--- src/rtl/id_ex_stage_pkg.sv ---
// id_ex_stage_pkg: shared pipeline widths, ALU operation classes and funct codes
package id_ex_stage_pkg;
  localparam int DEF_DATA_W = 32;
  localparam int DEF_REG_AW = 5;
  typedef enum logic [1:0] {
    ALUOP_ADD   = 2'b00,
    ALUOP_SUB   = 2'b01,
    ALUOP_FUNCT = 2'b10
  } aluop_e;
  localparam logic [5:0] FUNCT_ADD = 6'h20;
  localparam logic [5:0] FUNCT_SUB = 6'h22;
  localparam logic [5:0] FUNCT_AND = 6'h24;
  localparam logic [5:0] FUNCT_OR  = 6'h25;
  localparam logic [5:0] FUNCT_SLT = 6'h2a;
endpackage

--- src/rtl/id_ex_stage_forward_unit.sv ---
// forward_unit: picks the freshest value of one source register for the EX stage
//   i_src      registered source specifier
//   i_reg_val  registered register-file value
//   i_exmem_*  EX/MEM writeback source (highest priority)
//   i_memwb_*  MEM/WB writeback source
//   o_val      forwarded operand; register 0 is never forwarded
module forward_unit import id_ex_stage_pkg::*; #(
  parameter int DATA_W = DEF_DATA_W,
  parameter int REG_AW = DEF_REG_AW
) (
  input  logic [REG_AW-1:0] i_src,
  input  logic [DATA_W-1:0] i_reg_val,
  input  logic              i_exmem_regwrite,
  input  logic [REG_AW-1:0] i_exmem_rd,
  input  logic [DATA_W-1:0] i_exmem_result,
  input  logic              i_memwb_regwrite,
  input  logic [REG_AW-1:0] i_memwb_rd,
  input  logic [DATA_W-1:0] i_memwb_wdata,
  output logic [DATA_W-1:0] o_val
);
  logic w_nz, w_hit_exmem, w_hit_memwb;
  assign w_nz        = |i_src;
  assign w_hit_exmem = w_nz & i_exmem_regwrite & (i_exmem_rd == i_src);
  assign w_hit_memwb = w_nz & i_memwb_regwrite & (i_memwb_rd == i_src);
  assign o_val = w_hit_exmem ? i_exmem_result : w_hit_memwb ? i_memwb_wdata : i_reg_val;
endmodule

--- src/rtl/id_ex_stage.sv ---
// id_ex_stage: ID/EX pipeline register with load-use stall detection and operand forwarding
//   id_*        decoded instruction from ID, captured on each rising edge
//   flush       squash the instruction entering EX (bubble)
//   exmem_*/memwb_*  forwarding sources for the registered rs/rt
//   stall_req   combinational load-use hazard; also forces a bubble here
//   alu_*       operation and operands for the ALU
//   ex_*        registered destination, store data and controls for EX/MEM
module id_ex_stage import id_ex_stage_pkg::*; #(
  parameter int DATA_W = DEF_DATA_W,
  parameter int REG_AW = DEF_REG_AW
) (
  input  logic              clk,
  input  logic              reset,
  input  logic              id_valid,
  input  logic [5:0]        id_funct,
  input  logic [1:0]        id_aluop,
  input  logic [DATA_W-1:0] id_rdata1,
  input  logic [DATA_W-1:0] id_rdata2,
  input  logic [15:0]       id_imm,
  input  logic [REG_AW-1:0] id_rs,
  input  logic [REG_AW-1:0] id_rt,
  input  logic [REG_AW-1:0] id_rd,
  input  logic              id_alusrc,
  input  logic              id_regdst,
  input  logic              id_memread,
  input  logic              id_memwrite,
  input  logic              id_regwrite,
  input  logic              id_memtoreg,
  input  logic              flush,
  input  logic              exmem_regwrite,
  input  logic [REG_AW-1:0] exmem_rd,
  input  logic [DATA_W-1:0] exmem_result,
  input  logic              memwb_regwrite,
  input  logic [REG_AW-1:0] memwb_rd,
  input  logic [DATA_W-1:0] memwb_wdata,
  output logic              stall_req,
  output logic [5:0]        alu_instruction,
  output logic [1:0]        alu_aluop,
  output logic [DATA_W-1:0] alu_data1,
  output logic [DATA_W-1:0] alu_data2,
  output logic [DATA_W-1:0] ex_store_data,
  output logic [REG_AW-1:0] ex_dest,
  output logic              ex_valid,
  output logic              ex_memread,
  output logic              ex_memwrite,
  output logic              ex_regwrite,
  output logic              ex_memtoreg
);
  logic              r_valid, r_memread, r_memwrite, r_regwrite, r_memtoreg, r_alusrc;
  logic [5:0]        r_funct;
  logic [1:0]        r_aluop;
  logic [DATA_W-1:0] r_rdata1, r_rdata2, r_imm;
  logic [REG_AW-1:0] r_rs, r_rt, r_dest;
  logic              w_load, w_live;
  logic [DATA_W-1:0] w_imm_sx, w_fwd_rs, w_fwd_rt;
  assign stall_req = r_valid & r_memread & ((r_rt == id_rs) | (r_rt == id_rt)) & id_valid;
  assign w_load    = ~flush & ~stall_req;
  // controls of an invalid instruction are captured as 0 so nothing downstream acts on it
  assign w_live    = w_load & id_valid;
  assign w_imm_sx  = {{(DATA_W-16){id_imm[15]}}, id_imm};
  always_ff @(posedge clk or posedge reset)
    if (reset) begin
      r_valid    <= 1'b0;
      r_memread  <= 1'b0;
      r_memwrite <= 1'b0;
      r_regwrite <= 1'b0;
      r_memtoreg <= 1'b0;
      r_alusrc   <= 1'b0;
      r_funct    <= '0;
      r_aluop    <= '0;
      r_rdata1   <= '0;
      r_rdata2   <= '0;
      r_imm      <= '0;
      r_rs       <= '0;
      r_rt       <= '0;
      r_dest     <= '0;
    end else begin
      r_valid    <= w_live;
      r_memread  <= w_live & id_memread;
      r_memwrite <= w_live & id_memwrite;
      r_regwrite <= w_live & id_regwrite;
      r_memtoreg <= w_live & id_memtoreg;
      r_alusrc   <= w_load & id_alusrc;
      r_funct    <= w_load ? id_funct : '0;
      r_aluop    <= w_load ? id_aluop : '0;
      r_rdata1   <= w_load ? id_rdata1 : '0;
      r_rdata2   <= w_load ? id_rdata2 : '0;
      r_imm      <= w_load ? w_imm_sx : '0;
      r_rs       <= w_load ? id_rs : '0;
      r_rt       <= w_load ? id_rt : '0;
      r_dest     <= w_load ? (id_regdst ? id_rd : id_rt) : '0;
    end
  forward_unit #(.DATA_W(DATA_W), .REG_AW(REG_AW)) u_fwd_rs (
    .i_src(r_rs), .i_reg_val(r_rdata1),
    .i_exmem_regwrite(exmem_regwrite), .i_exmem_rd(exmem_rd), .i_exmem_result(exmem_result),
    .i_memwb_regwrite(memwb_regwrite), .i_memwb_rd(memwb_rd), .i_memwb_wdata(memwb_wdata),
    .o_val(w_fwd_rs)
  );
  forward_unit #(.DATA_W(DATA_W), .REG_AW(REG_AW)) u_fwd_rt (
    .i_src(r_rt), .i_reg_val(r_rdata2),
    .i_exmem_regwrite(exmem_regwrite), .i_exmem_rd(exmem_rd), .i_exmem_result(exmem_result),
    .i_memwb_regwrite(memwb_regwrite), .i_memwb_rd(memwb_rd), .i_memwb_wdata(memwb_wdata),
    .o_val(w_fwd_rt)
  );
  assign alu_instruction = r_funct;
  assign alu_aluop       = r_aluop;
  assign alu_data1       = w_fwd_rs;
  assign alu_data2       = r_alusrc ? r_imm : w_fwd_rt;
  assign ex_store_data   = w_fwd_rt;
  assign ex_dest         = r_dest;
  assign ex_valid        = r_valid;
  assign ex_memread      = r_memread;
  assign ex_memwrite     = r_memwrite;
  assign ex_regwrite     = r_regwrite;
  assign ex_memtoreg     = r_memtoreg;
endmodule

--- config.mk ---
export PLATFORM = sky130hd
export DESIGN_NAME = id_ex_stage
export DESIGN_NICKNAME = d
export VERILOG_FILES = /design/src/rtl/id_ex_stage_pkg.sv /design/src/rtl/id_ex_stage_forward_unit.sv /design/src/rtl/id_ex_stage.sv
export SDC_FILE = /design/constraint.sdc
export NUM_CORES = 1
export LEC_CHECK = 0
export BUFFER_PORTS_ARGS = -buffer_cell sky130_fd_sc_hd__clkbuf_2
export CELL_PAD_IN_SITES_DETAIL_PLACEMENT = 0
export CELL_PAD_IN_SITES_GLOBAL_PLACEMENT = 1
export CORE_MARGIN = 2
export CORE_UTILIZATION = 36
export CTS_CLUSTER_SIZE = 20
export DETAILED_ROUTE_END_ITERATION = 8
export PLACE_DENSITY = 0.89
export SLEW_MARGIN = 25
export SYNTH_ARGS = -nofsm -noshare
export SYNTH_HDL_FRONTEND = slang
export SYNTH_SLANG_ARGS = --single-unit
export TNS_END_PERCENT = 5
--- constraint.sdc ---
create_clock -name clk -period 10.6 [get_ports clk]
set_input_delay 2.12 -clock clk [delete_from_list [all_inputs] [get_ports clk]]
set_output_delay 2.12 -clock clk [all_outputs]
set_load 0.03 [all_outputs]
==> reports/qor_table.md, run 1 <==
| Step | Quantity | Value |
|:---|:---|:---|
| power | Combinational share of power | 23.3% |
| worst setup path | Launching instance or port of the critical path | exmem_rd[2] |
| finish | Final core utilization | 48.3% |
| sta | Slew Limit Fails | 0 |
| clock tree | Clock sink total | 109 |
| worst setup path | Critical register-to-register path startpoint | r_rt[0] |
| worst hold path | Worst hold path class | register to register |
| logic synthesis | Synthesized netlist cell count | 599 |
| power | Part of the total power dissipated in sequential elements | 43.5% |
| placed design | Total half-perimeter wirelength after legalization and detailed placement | 13300 µm |
| global routing | Via count of the first global-routing pass | 5367 |
| routing | Vias per cell | 4.89 |
| worst setup path | CP Data Arrival Time | 5.29 ns |
| routing | Router iterations before antenna repair | 5 |
| power | Pwr per Cell Area | 130 mW/mm² |
| routing | Wire length per cell after detailed routing | 16.5 µm |
| global routing | Initial antenna violation count | 0 |
| clock tree | Later-pin clock latency in the skew report | 0.35 ns |
| clock tree | Number of hold buffers added after cts | 0 |
| power | IR drop worst, VDD | 82.4 µV |
| routing | 1st-iter DRT viols | 173 |
| worst setup path | Critical path data required time | 8.48 ns |
| sta | Worst-case clock skew | 0.00693 ns |
| worst setup path | FF-to-FF End | r_rdata1[27] |
| worst setup path | Register-to-register setup slack | 7.94 ns |
| placed design | Input/output buffers | 303 |
| global routing | Pin count of the biggest net entering global routing | 98 |
| finish | Share of cells above drive strength 1 | 39.5% |
| logic synthesis | Synth unique cells | 36 |
| finish | Area of the multi-input gates | 0.00296 mm² |
| logic synthesis | Post-Syn Area | 0.00596 mm² |
| logic synthesis | Total of warnings raised by yosys | 0 |
| power | Leak | 4.11 nW |
| finish | Top library cells by usage in the layout, fill and taps aside | sky130_fd_sc_hd__clkbuf_2 (303), sky130_fd_sc_hd__dfrtp_1 (108), sky130_fd_sc_hd__and2_1 (101) |
| worst setup path | Setup crit end | alu_data2[31] |
| logic synthesis | Portion of the post-synthesis area used by sequential elements | 45.8% |
| placed design | Final RePlAce weighted congestion | 0.884 |
| power | Clock network fraction of total power | 33.2% |
| clock tree | Clock tree from TritonCTS | yes |
| routing | Wire length after detailed routing | 18100 µm |
| sta | Share of the cycle needed by the critical path after routing | 69.9% |
| sta | Total Negative Setup Slacks | 0 ns |
| clock tree | Root buf cell | sky130_fd_sc_hd__clkbuf_16 |
| finish | Area grow syn2layout | 32.5% |
| logic synthesis | Number of register bits inferred by synthesis | 109 |
| floorplan | Horiz. Die Dim | 133 µm |
| sta | Slew at the pin closest to its max-slew limit | 0.970 ns |
| sta | Worst rel slew slack | 35.3% |
| routing | Routed via count | 5355 |
| floorplan | Initial core utilization | 36.4% |
| logic synthesis | Mean Syn Cell Area | 9.94 µm² |
| floorplan | I/O pin count | 304 |
| clock tree | CTS resizes | 0 |
| worst setup path | Largest fanout on the critical path | 97 |
| logic synthesis | Top FF cell, synth | sky130_fd_sc_hd__dfrtp_1 |
| worst setup path | Element type at the critical path end | output pin |
| power | Power Total | 1.02 mW |
| worst setup path | Path depth of the worst reg2reg path | 6 |
| global routing | Wire length of the first global-routing pass | 28500 µm |
| power | Power dissipated by switching net loads | 0.318 mW |
| floorplan | Die footprint | 0.0176 mm² |
| clock tree | Clock Tree Buf Depth | 2 |
| finish | Count of fill cells added during filler insertion | 1620 |
| logic synthesis | Asr flop ratio synth | 100% |
| run status | Outcome | finished clean |
| logic synthesis | Largest cells by area after synthesis | sky130_fd_sc_hd__dfrtp_1 (46%), sky130_fd_sc_hd__mux2i_1 (12%), sky130_fd_sc_hd__and2_1 (11%) |
| clock tree | Setup bufs post-CTS | 0 |
| power | Internal power of the cells | 0.706 mW |
| power | Switching part of the total | 31.1% |
| logic synthesis | Post-synth top area share | 45.8% |
| floorplan | Floorplan Core Area | 0.0163 mm² |
| sta | Hold Violations, Final | 0 |
| clock tree | Clock slew at the register clock pins of the worst setup and hold paths | 0.07 ns |
| clock tree | Total CTS buffers | 9 |
| finish | Nets | 1060 |
| finish | Most common cell after layout, fill and taps aside | sky130_fd_sc_hd__clkbuf_2 |
| sta | Setup repair after global routing missed its margin | no |
| routing | Final routed DRC violation total | 0 |
| sta | Setup-failing EPs final | 0 |
| routing | Post-detailed-route count of antenna-violating nets | 0 |
| worst setup path | Critical path class | primary input to output pin |
| sta | Upper clock frequency limit | 0.135 GHz |
| logic synthesis | Number of nets in the synthesized netlist | 788 |
| finish | Antenna cell count | 0 |
| finish | Total area of sequential cells | 0.00273 mm² |
| global routing | Global route total overflow | 0 |
| run | Number of maximum-capacitance constraint violations | 0 |
| sta | Minimum clock period | 7.41 ns |
| global routing | Aggregate global-route resource usage | 20.6% |
| floorplan | Die height | 133 µm |
| logic synthesis | Largest area contributor in the synthesized netlist | sky130_fd_sc_hd__dfrtp_1 |
| logic synthesis | Number of synthesized flops with an enable pin | 0 |
| floorplan | Number of rows in the core area | 47 |
| clock tree | H-tree levels | 3 |
| worst setup path | CP Launch Type | primary input |
-- worst min path at each step --
stage	endpoint	depth (start not counted)	from	slack, ns
after floorplan	alu_aluop[0]	3	ex_memread	1.08
after global placement	ex_dest[3]	2	ex_memread	0.82
after detailed placement	ex_dest[4]	2	ex_memread	0.83
after CTS	ex_dest[4]	2	ex_memread	0.84
after global routing	ex_dest[3]	2	ex_valid	0.90
final	ex_dest[0]	2	ex_valid	0.84
-- power groups by stage --
stage	Sequential, mW	Clock (mW)	Combinational (mW)
global placement	0.453	0	0.237
floorplan	0.457	0	0.143
detailed placement	0.454	0	0.240
finish	0.446	0.340	0.238
global route	0.448	0.370	0.258
CTS	0.446	0.350	0.241
-- sequential cells by signal, indices dropped and copies added, names as in the netlist --
| signal | flops |
|---|---|
| r_alusrc | 1 |
| r_rdata1 | 32 |
| r_imm | 16 |
| r_rt | 5 |
| ex_memread | 1 |
| r_rs | 5 |
| ex_regwrite | 1 |
| ex_memtoreg | 1 |
| ex_valid | 1 |
| r_rdata2 | 32 |
| ex_dest | 5 |
| alu_instruction | 6 |
| alu_aluop | 2 |
| ex_memwrite | 1 |
-- layer usage --
| layer | share of wire (%) | up-vias | track usage (%) |
|---|---|---|---|
| met5 | 0 | - | 0 |
| met4 | 2.8 | 0 | 8.06 |
| met3 | 7.0 | 34 | 5.21 |
| met2 | 50 | 226 | 35.7 |
| met1 | 40 | 2512 | 24.6 |
| li1 | - | 2583 | - |
-- through the flow --
stage | hold slack [ns] | setup WS (ns) | area [µm²] | instances
after floorplan | 1.08 | 4.62 | 5960 | 599
after global placement | 0.816 | 3.54 | 7590 | 1080
after detailed placement | 0.832 | 3.30 | 7600 | 1080
after CTS | 0.842 | 3.28 | 7890 | 1096
after global routing | 0.902 | 3.05 | 7890 | 1096
final | 0.836 | 3.19 | 7890 | 1096
-- cells in the mapped netlist (2+ instances only) --
cell type and number:
sky130_fd_sc_hd__a21oi_1 33, sky130_fd_sc_hd__a221oi_1 5, sky130_fd_sc_hd__a221oi_2 10, sky130_fd_sc_hd__and2_1 101, sky130_fd_sc_hd__and3_1 4, sky130_fd_sc_hd__buf_1 2
sky130_fd_sc_hd__buf_2 11, sky130_fd_sc_hd__buf_4 3, sky130_fd_sc_hd__buf_6 2, sky130_fd_sc_hd__clkbuf_1 29, sky130_fd_sc_hd__dfrtp_1 109, sky130_fd_sc_hd__inv_1 18
sky130_fd_sc_hd__mux2i_1 69, sky130_fd_sc_hd__nand2_1 36, sky130_fd_sc_hd__nand2b_1 18, sky130_fd_sc_hd__nand3_1 2, sky130_fd_sc_hd__nand4_1 2, sky130_fd_sc_hd__nor2_1 33
sky130_fd_sc_hd__nor3_1 20, sky130_fd_sc_hd__nor3_2 2, sky130_fd_sc_hd__nor4_4 2, sky130_fd_sc_hd__o21ai_0 23, sky130_fd_sc_hd__o21ai_1 9, sky130_fd_sc_hd__o221ai_1 17
sky130_fd_sc_hd__xnor2_1 18, sky130_fd_sc_hd__xor2_1 11
-- worst max-delay path, cell delays in order --
cell and delay (ns):
sky130_fd_sc_hd__clkbuf_2 0.11, sky130_fd_sc_hd__xor2_1 0.14, sky130_fd_sc_hd__nor4_1 0.82, sky130_fd_sc_hd__nand2_4 0.72, sky130_fd_sc_hd__nand2b_1 0.86, sky130_fd_sc_hd__o221ai_1 0.24
sky130_fd_sc_hd__clkbuf_2 0.24
-- area by class of cell --
| cell class | count | share of cell area (%) |
|---|---|---|
| clock buffer | 10 | 2.90 |
| clock inverter | 6 | 0.793 |
| inverter | 18 | 0.888 |
| multi-input combinational | 423 | 37.5 |
| sequential | 109 | 34.6 |
| tap | 220 | 3.49 |
| timing repair buffer | 310 | 19.9 |
-- kinds of logic (layout without fill, tap and decap cells) --
group | after synthesis | count (layout) | share of synthesized area, %
buffers and inverters | 67 | 344 | 5.36
AND/OR/NAND/NOR | 224 | 224 | 21.0
AO/OA/AOI/OAI | 101 | 101 | 12.0
XOR/XNOR | 29 | 29 | 4.26
flip-flops | 109 | 109 | 45.8
multiplexers | 69 | 69 | 11.6
(Power assumes the default switching activity.)
==> run 2: changes to the inputs <==
Settings changed: CORE_UTILIZATION 36 to 30, PLACE_DENSITY 0.89 to 0.8.
Clock period 10.6 ns to 6.3 ns, I/O delays scaled along.
==> reports/qor_table.md, run 2 (synthesis results as in run 1) <==
| Step | Quantity | Value | vs previous |
|:---|:---|:---|:---|
| worst setup path | CP dominant cell by count | sky130_fd_sc_hd__clkbuf_2 |  |
| worst setup path | Critical path data required time | 5.04 ns | -3.44 ns |
| clock tree | H-tree levels | 3 | unchanged |
| finish | Share of cells above drive strength 1 | 39.8% | +0.32 points |
| sta | Hold Violations, Final | 0 | unchanged |
| clock tree | Clock sink total | 109 | unchanged |
| routing | Router iterations before antenna repair | 4 | -1 |
| finish | Total area of sequential cells | 0.00273 mm² | unchanged |
| routing | Final routed DRC violation total | 0 | unchanged |
| power | Switching part of the total | 31.4% | +0.31 points |
| worst setup path | Category of cells accounting for the largest share of critical-path delay | simple AND/OR/NAND/NOR gates |  |
| clock tree | Clock slew at the register clock pins of the worst setup and hold paths | 0.08 ns | about the same |
| global routing | Pin count of the biggest net entering global routing | 105 | +7.1% |
| finish | Final core utilization | 41.0% | -7.3 points |
| routing | 1st-iter DRT viols | 196 | +13% |
| placed design | Final RePlAce weighted congestion | 0.916 | +3.6% |
| sta | Slew at the pin closest to its max-slew limit | 0.885 ns | -0.0848 ns |
| finish | Area of the multi-input gates | 0.00295 mm² | -0.25% |
| sta | Share of the cycle needed by the critical path after routing | 81.9% |  |
| worst setup path | Worst path slowest cell | sky130_fd_sc_hd__nand2b_1 |  |
| worst hold path | Worst hold path class | register to register |  |
| routing | Wire length per cell after detailed routing | 16.3 µm | -1.1% |
| global routing | Aggregate global-route resource usage | 17.8% | -2.8 points |
| sta | Worst-case clock skew | 0.00929 ns | +0.00236 ns |
| clock tree | Root buf cell | sky130_fd_sc_hd__clkbuf_16 |  |
| placed design | Input/output buffers | 303 | unchanged |
| run status | Outcome | finished clean |  |
| finish | Count of fill cells added during filler insertion | 1962 | +21% |
| sta | Upper clock frequency limit | 0.194 GHz |  |
| finish | Biggest regs | r_rdata1 (32), r_rdata2 (32), r_imm (16) |  |
| clock tree | Total CTS buffers | 9 | unchanged |
| power | Power dissipated by switching net loads | 0.546 mW | +72% |
| worst setup path | CP Data Arrival Time | 3.90 ns | -1.39 ns |
| global routing | Global route total overflow | 0 | unchanged |
| global routing | Initial antenna violation count | 1 | +1 |
| finish | Antenna cell count | 0 | unchanged |
| sta | Setup-failing EPs final | 0 | unchanged |
| routing | Wire length after detailed routing | 18700 µm | +3.2% |
| finish | Area grow syn2layout | 33.9% |  |
| placed design | Total half-perimeter wirelength after legalization and detailed placement | 14100 µm | +5.7% |
| worst setup path | Largest fanout on the critical path | 47 | -52% |
| worst setup path | Critical register-to-register path startpoint | r_rt[4] |  |
| worst hold path | Critical hold path startpoint | ex_valid |  |
| floorplan | Number of rows in the core area | 51 | +8.5% |
| floorplan | I/O pin count | 304 | unchanged |
| clock tree | Clock Tree Buf Depth | 2 | unchanged |
| global routing | Via count of the first global-routing pass | 5420 | +0.99% |
| worst setup path | Critical path class | primary input to output pin |  |
| worst setup path | CP Launch Type | primary input |  |
| finish | Most common cell after layout, fill and taps aside | sky130_fd_sc_hd__clkbuf_2 |  |
| routing | Vias per cell | 4.66 | -4.7% |
| global routing | Wire length of the first global-routing pass | 29600 µm | +3.9% |
| sta | Slew Limit Fails | 0 | unchanged |
| finish | Nets | 1063 | +0.28% |
| power | Clock network fraction of total power | 33.8% | +0.6 points |
| worst setup path | Worst path cell trace | clkbuf_2, xor2_1, nor4_1, nand2_4, nand2b_1, o221ai_1, clkbuf_2 |  |
| sta | Total Negative Setup Slacks | 0 ns | unchanged |
| power | Part of the total power dissipated in sequential elements | 43.2% | -0.3 points |
| power | Combinational share of power | 22.9% | -0.4 points |
| worst setup path | Buf+Inv Stages, Crit Path | 2 | unchanged |
| floorplan | Initial core utilization | 30.6% | -5.8 points |
| power | Pwr per Cell Area | 218 mW/mm² | +68% |
| floorplan | Horiz. Die Dim | 145 µm | +9.3% |
| floorplan | Die footprint | 0.0210 mm² | +19% |
| clock tree | CTS resizes | 0 | unchanged |
| worst setup path | Launching instance or port of the critical path | exmem_rd[2] |  |
| routing | Post-detailed-route count of antenna-violating nets | 0 | unchanged |
| sta | Worst rel slew slack | 41.0% | +5.6 points |
| worst setup path | Slowest stage delay, CP | 0.75 ns | -0.11 ns |
| clock tree | Number of hold buffers added after cts | 0 | unchanged |
| sta | Setup repair after global routing missed its margin | no |  |
| power | Leak | 4.12 nW | +0.29% |
| routing | Routed via count | 5328 | -0.50% |
| clock tree | Later-pin clock latency in the skew report | 0.35 ns | about the same |
| worst setup path | Element type at the critical path end | output pin |  |
| clock tree | Clock tree from TritonCTS | yes |  |
| clock tree | Setup bufs post-CTS | 0 | unchanged |
| finish | Top library cells by usage in the layout, fill and taps aside | sky130_fd_sc_hd__clkbuf_2 (303), sky130_fd_sc_hd__dfrtp_1 (108), sky130_fd_sc_hd__and2_1 (101) |  |
| power | Internal power of the cells | 1.19 mW | +69% |
| floorplan | Floorplan Core Area | 0.0195 mm² | +19% |
| sta | Minimum clock period | 5.16 ns |  |
| power | IR drop worst, VDD | 121 µV | +47% |
| floorplan | Die height | 145 µm | +9.3% |
| run | Number of maximum-capacitance constraint violations | 0 | unchanged |
-- run 2: cell types whose count changed in the layout (fill, tap and decap cells not counted), sizes merged --
| cell | change |
|---|---|
| buf | +3 |
| inv | +2 |
| clkinvlp | +2 |
| clkinv | -3 |
| clkbuf | -1 |
-- run 2: final timing paths --
path	end	slack [ns]	cells after the start
min reg2reg	ex_dest[2]	0.84	2
max	alu_data2[29]	1.14	7
min in group asynchronous	ex_valid	0.97	2
min	ex_dest[2]	0.84	2
max reg2reg	r_rdata2[29]	4.15	6
max in group asynchronous	r_rdata2[2]	4.06	3
-- run 2: power by group through the flow --
stage	logic [mW]	clock network (mW)	registers [mW]
5_1_grt	0.433	0.646	0.756
4_1_cts	0.404	0.614	0.752
3_5_place_dp	0.403	0	0.767
2_1_floorplan	0.241	0	0.769
6_report	0.399	0.589	0.752
3_3_place_gp	0.400	0	0.765
-- run 2: area by class of cell --
cell class / instances / share of cell area [%]
tap: 265 / 4.16
multi-input combinational: 423 / 37.0
inverter: 18 / 0.878
clock inverter: 7 / 1.02
sequential: 109 / 34.2
timing repair buffer: 313 / 19.9
clock buffer: 9 / 2.82
-- run 2: layer usage --
| layer | part of all wire (%) | routed length [µm] | track usage (%) |
|---|---|---|---|
| met5 | 0.086 | 16 | 0 |
| met2 | 50 | 9310 | 30.7 |
| met1 | 40 | 7500 | 21.1 |
| met3 | 6.9 | 1300 | 4.81 |
| met4 | 2.9 | 543 | 6.83 |
-- run 2: through the flow --
step | cell area [µm²] | hold slack, ns | worst slack, ns | std cells | power, mW
floorplan | 5960 | 1.08 | 2.04 | 599 | 1.01
finish | 7980 | 0.844 | 1.14 | 1144 | 1.74
detailed placement | 7670 | 0.830 | 1.11 | 1128 | 1.17
global route | 7980 | 0.891 | 0.988 | 1144 | 1.83
CTS | 7980 | 0.843 | 1.10 | 1144 | 1.77
global placement | 7670 | 0.826 | 1.15 | 1128 | 1.17
-- run 2: tightest hold or removal path: cells and delay by family, from the launching register on --
family           cells  cell delay [ns]
flip-flops           1             0.40
AND/OR/NAND/NOR      2             0.41
==> run 3: changes to the inputs <==
Settings changed: ABC_AREA from default to 1, CORE_UTILIZATION 30 to 32, PLACE_DENSITY 0.8 to 0.84.
Clock period 6.3 ns to 4.99 ns, I/O delays scaled along.
==> reports/qor_table.md, run 3 <==
| Step | Quantity | Value | vs previous |
|:---|:---|:---|:---|
| run status | Outcome | finished clean |  |
| placed design | Placed Area | 0.00812 mm² | +5.9% |
| logic synthesis | Synth unique cells | 25 | -31% |
| sta | Minimum clock period | 3.95 ns |  |
| clock tree | CTS resizes | 0 | unchanged |
| clock tree | Clock slew at the register clock pins of the worst setup and hold paths | 0.08 ns | about the same |
| logic synthesis | Most frequent cells after synthesis | sky130_fd_sc_hd__nand2_1 (191), sky130_fd_sc_hd__inv_1 (185), sky130_fd_sc_hd__nand3_1 (134), sky130_fd_sc_hd__nor2_1 (121), sky130_fd_sc_hd__dfrtp_1 (109) |  |
| logic synthesis | Largest cells by area after synthesis | sky130_fd_sc_hd__dfrtp_1 (43%), sky130_fd_sc_hd__nand2_1 (11%), sky130_fd_sc_hd__inv_1 (11%) |  |
| logic synthesis | Post-Syn Area | 0.00640 mm² | +7.4% |
| power | Power Total | 2.25 mW | +29% |
| sta | Slew Limit Fails | 0 | unchanged |
| finish | Biggest regs | r_rdata1 (32), r_rdata2 (32), r_imm (16) |  |
| worst setup path | Element type at the critical path end | output pin |  |
| clock tree | H-tree levels | 3 | unchanged |
| worst setup path | Critical path class | primary input to output pin |  |
| floorplan | Die height | 145 µm | +0.35% |
| clock tree | Total CTS buffers | 9 | unchanged |
| power | IR drop worst, VDD | 133 µV | +10% |
| sta | Worst rel slew slack | 51.1% | +10 points |
| logic synthesis | Number of nets in the synthesized netlist | 1116 | +42% |
| floorplan | Horiz. Die Dim | 145 µm | +0.35% |
| worst setup path | Largest fanout on the critical path | 32 | -32% |
| finish | Count of fill cells added during filler insertion | 2118 | +8.0% |
| routing | Wire length per cell after detailed routing | 15.0 µm | -8.1% |
| logic synthesis | Largest area contributor in the synthesized netlist | sky130_fd_sc_hd__dfrtp_1 |  |
| worst setup path | Critical path data required time | 3.99 ns | -1.05 ns |
| global routing | Initial antenna violation count | 0 | -1 |
| sta | Hold Violations, Final | 0 | unchanged |
| worst setup path | Worst path slowest cell | sky130_fd_sc_hd__inv_2 |  |
| sta | Worst setup margin | 1.04 ns | -0.106 ns |
| placed design | Total half-perimeter wirelength after legalization and detailed placement | 16500 µm | +17% |
| run | Number of maximum-capacitance constraint violations | 0 | unchanged |
| sta | Setup-failing EPs final | 0 | unchanged |
| clock tree | Setup bufs post-CTS | 0 | unchanged |
| placed design | Final RePlAce weighted congestion | 0.873 | -4.7% |
| sta | Hold slack final | 0.769 ns | -0.0748 ns |
| logic synthesis | Total of warnings raised by yosys | 0 | unchanged |
| finish | Area of the multi-input gates | 0.00272 mm² | -7.9% |
| logic synthesis | Portion of the post-synthesis area used by sequential elements | 42.6% | -3.2 points |
| power | Pwr per Cell Area | 267 mW/mm² | +22% |
| logic synthesis | Top FF cell, synth | sky130_fd_sc_hd__dfrtp_1 |  |
| floorplan | Die footprint | 0.0211 mm² | +0.70% |
| clock tree | Clock sink total | 109 | unchanged |
| routing | Post-detailed-route count of antenna-violating nets | 0 | unchanged |
| finish | Antenna cell count | 0 | unchanged |
| logic synthesis | Post-synth top area share | 42.6% | -3.2 points |
| global routing | Aggregate global-route resource usage | 20.8% | +3.0 points |
| worst hold path | Worst hold path class | primary input to async pin |  |
| clock tree | Number of hold buffers added after cts | 0 | unchanged |
| worst setup path | CP Data Arrival Time | 2.95 ns | -0.95 ns |
| finish | Nets | 1395 | +31% |
| logic synthesis | Number of register bits inferred by synthesis | 109 | unchanged |
| floorplan | I/O pin count | 304 | unchanged |
| routing | Final routed DRC violation total | 0 | unchanged |
| finish | Final non-filler cell total | 1476 | +29% |
| global routing | Via count of the first global-routing pass | 6572 | +21% |
| clock tree | Later-pin clock latency in the skew report | 0.36 ns | about the same |
| sta | Total Negative Setup Slacks | 0 ns | unchanged |
| worst setup path | Worst path cell trace | clkbuf_2, inv_1, nand2_1, nand4_1, nor2_1, nand2_2, inv_2, nand2_1, and2_1, clkbuf_2 |  |
| routing | Wire length after detailed routing | 22100 µm | +19% |
| finish | Area grow syn2layout | 31.7% |  |
| clock tree | Root buf cell | sky130_fd_sc_hd__clkbuf_16 |  |
| routing | Vias per cell | 4.53 | -2.7% |
| logic synthesis | Number of synthesized flops with an enable pin | 0 | unchanged |
| routing | Routed via count | 6688 | +26% |
| clock tree | Clock Tree Buf Depth | 2 | unchanged |
| worst setup path | Slowest stage delay, CP | 0.63 ns | -0.12 ns |
| floorplan | Initial core utilization | 32.8% | +2.2 points |
| sta | Worst-case clock skew | 0.00716 ns | -0.00213 ns |
| logic synthesis | Asr flop ratio synth | 100% | unchanged |
| logic synthesis | Synthesized netlist cell count | 927 | +55% |
| global routing | Global route total overflow | 0 | unchanged |
| floorplan | Floorplan Core Area | 0.0195 mm² | +0.33% |
| finish | Total area of sequential cells | 0.00273 mm² | about the same |
| finish | Cell area after layout | 0.00843 mm² | +5.6% |
| sta | Setup repair after global routing missed its margin | no |  |
| finish | Most common cell after layout, fill and taps aside | sky130_fd_sc_hd__clkbuf_2 |  |
| power | Leak | 5.20 nW | +26% |
| floorplan | Number of rows in the core area | 51 | unchanged |
| clock tree | Clock tree from TritonCTS | yes |  |
| sta | Upper clock frequency limit | 0.253 GHz |  |
| global routing | Pin count of the biggest net entering global routing | 96 | -8.6% |
| placed design | Worst slack after detailed placement | 1.01 ns | -0.106 ns |
| routing | Router iterations before antenna repair | 5 | +1 |
| placed design | Placed insts | 1460 | +29% |
| logic synthesis | Mean Syn Cell Area | 6.90 µm² | -31% |
| placed design | Input/output buffers | 303 | unchanged |
| finish | Top library cells by usage in the layout, fill and taps aside | sky130_fd_sc_hd__clkbuf_2 (303), sky130_fd_sc_hd__nand2_1 (189), sky130_fd_sc_hd__inv_1 (184) |  |
| sta | Share of the cycle needed by the critical path after routing | 79.2% |  |
| routing | 1st-iter DRT viols | 254 | +30% |
| logic synthesis | Most common cell in the netlist | sky130_fd_sc_hd__nand2_1 |  |
| finish | Final core utilization | 43.2% | +2.2 points |
| sta | Slew at the pin closest to its max-slew limit | 0.733 ns | -0.152 ns |
| finish | Share of cells above drive strength 1 | 28.9% | -11 points |
| worst setup path | CP Launch Type | primary input |  |
| global routing | Wire length of the first global-routing pass | 34900 µm | +18% |
## run 3: metal layers
metal	GRT usage (%)	vias to the layer above	wire, µm
li1	-	3349	-
met1	25.3	3057	9120
met2	36.9	258	11000
met3	4.39	24	1610
met4	6.18	0	406
met5	0	-	0
## run 3: power by group
group / leakage (nW) / internal (mW) / total [mW] / switching [mW]
clock: 0.146 / 0.405 / 0.744 / 0.339
sequential: 1.41 / 0.927 / 0.944 / 0.0170
combinational: 3.64 / 0.183 / 0.564 / 0.381
total: 5.20 / 1.52 / 2.25 / 0.737
## run 3: worst max-delay path: cells and delay by family
kind,cells,cell delay [ns]
simple gates,6,0.94
buf+inv,4,0.99
## run 3: kinds of logic after synthesis
kind of cell,synth area share (%)
XOR/XNOR,1.37
AO/OA/AOI/OAI,3.58
buffers and inverters,15.5
flip-flops,42.6
AND/OR/NAND/NOR,36.9
## run 3: area by class of cell
class,instances,area share [%]
flip-flops and latches,109,32.4
inverters,194,8.70
repair buffers,316,19.2
clock buffers,11,2.88
multi-input cells,576,32.2
clock inverters,5,0.713
well taps,265,3.94
## run 3: path summary, 6_finish.rpt
| path | start | cells after the start | endpoint | slack (ns) |
|---|---|---|---|---|
| worst max-delay path | exmem_rd[3] | 10 | ex_store_data[12] | 1.04 |
| worst min-delay path | reset | 2 | alu_instruction[3] | 0.77 |
| worst max register to register | r_rt[0] | 8 | r_rdata1[22] | 2.87 |
| worst min register to register | ex_memread | 5 | ex_memread | 0.77 |
| max in group asynchronous | reset | 3 | r_rdata1[9] | 3.29 |
| min in group clk | ex_memread | 5 | ex_memread | 0.77 |
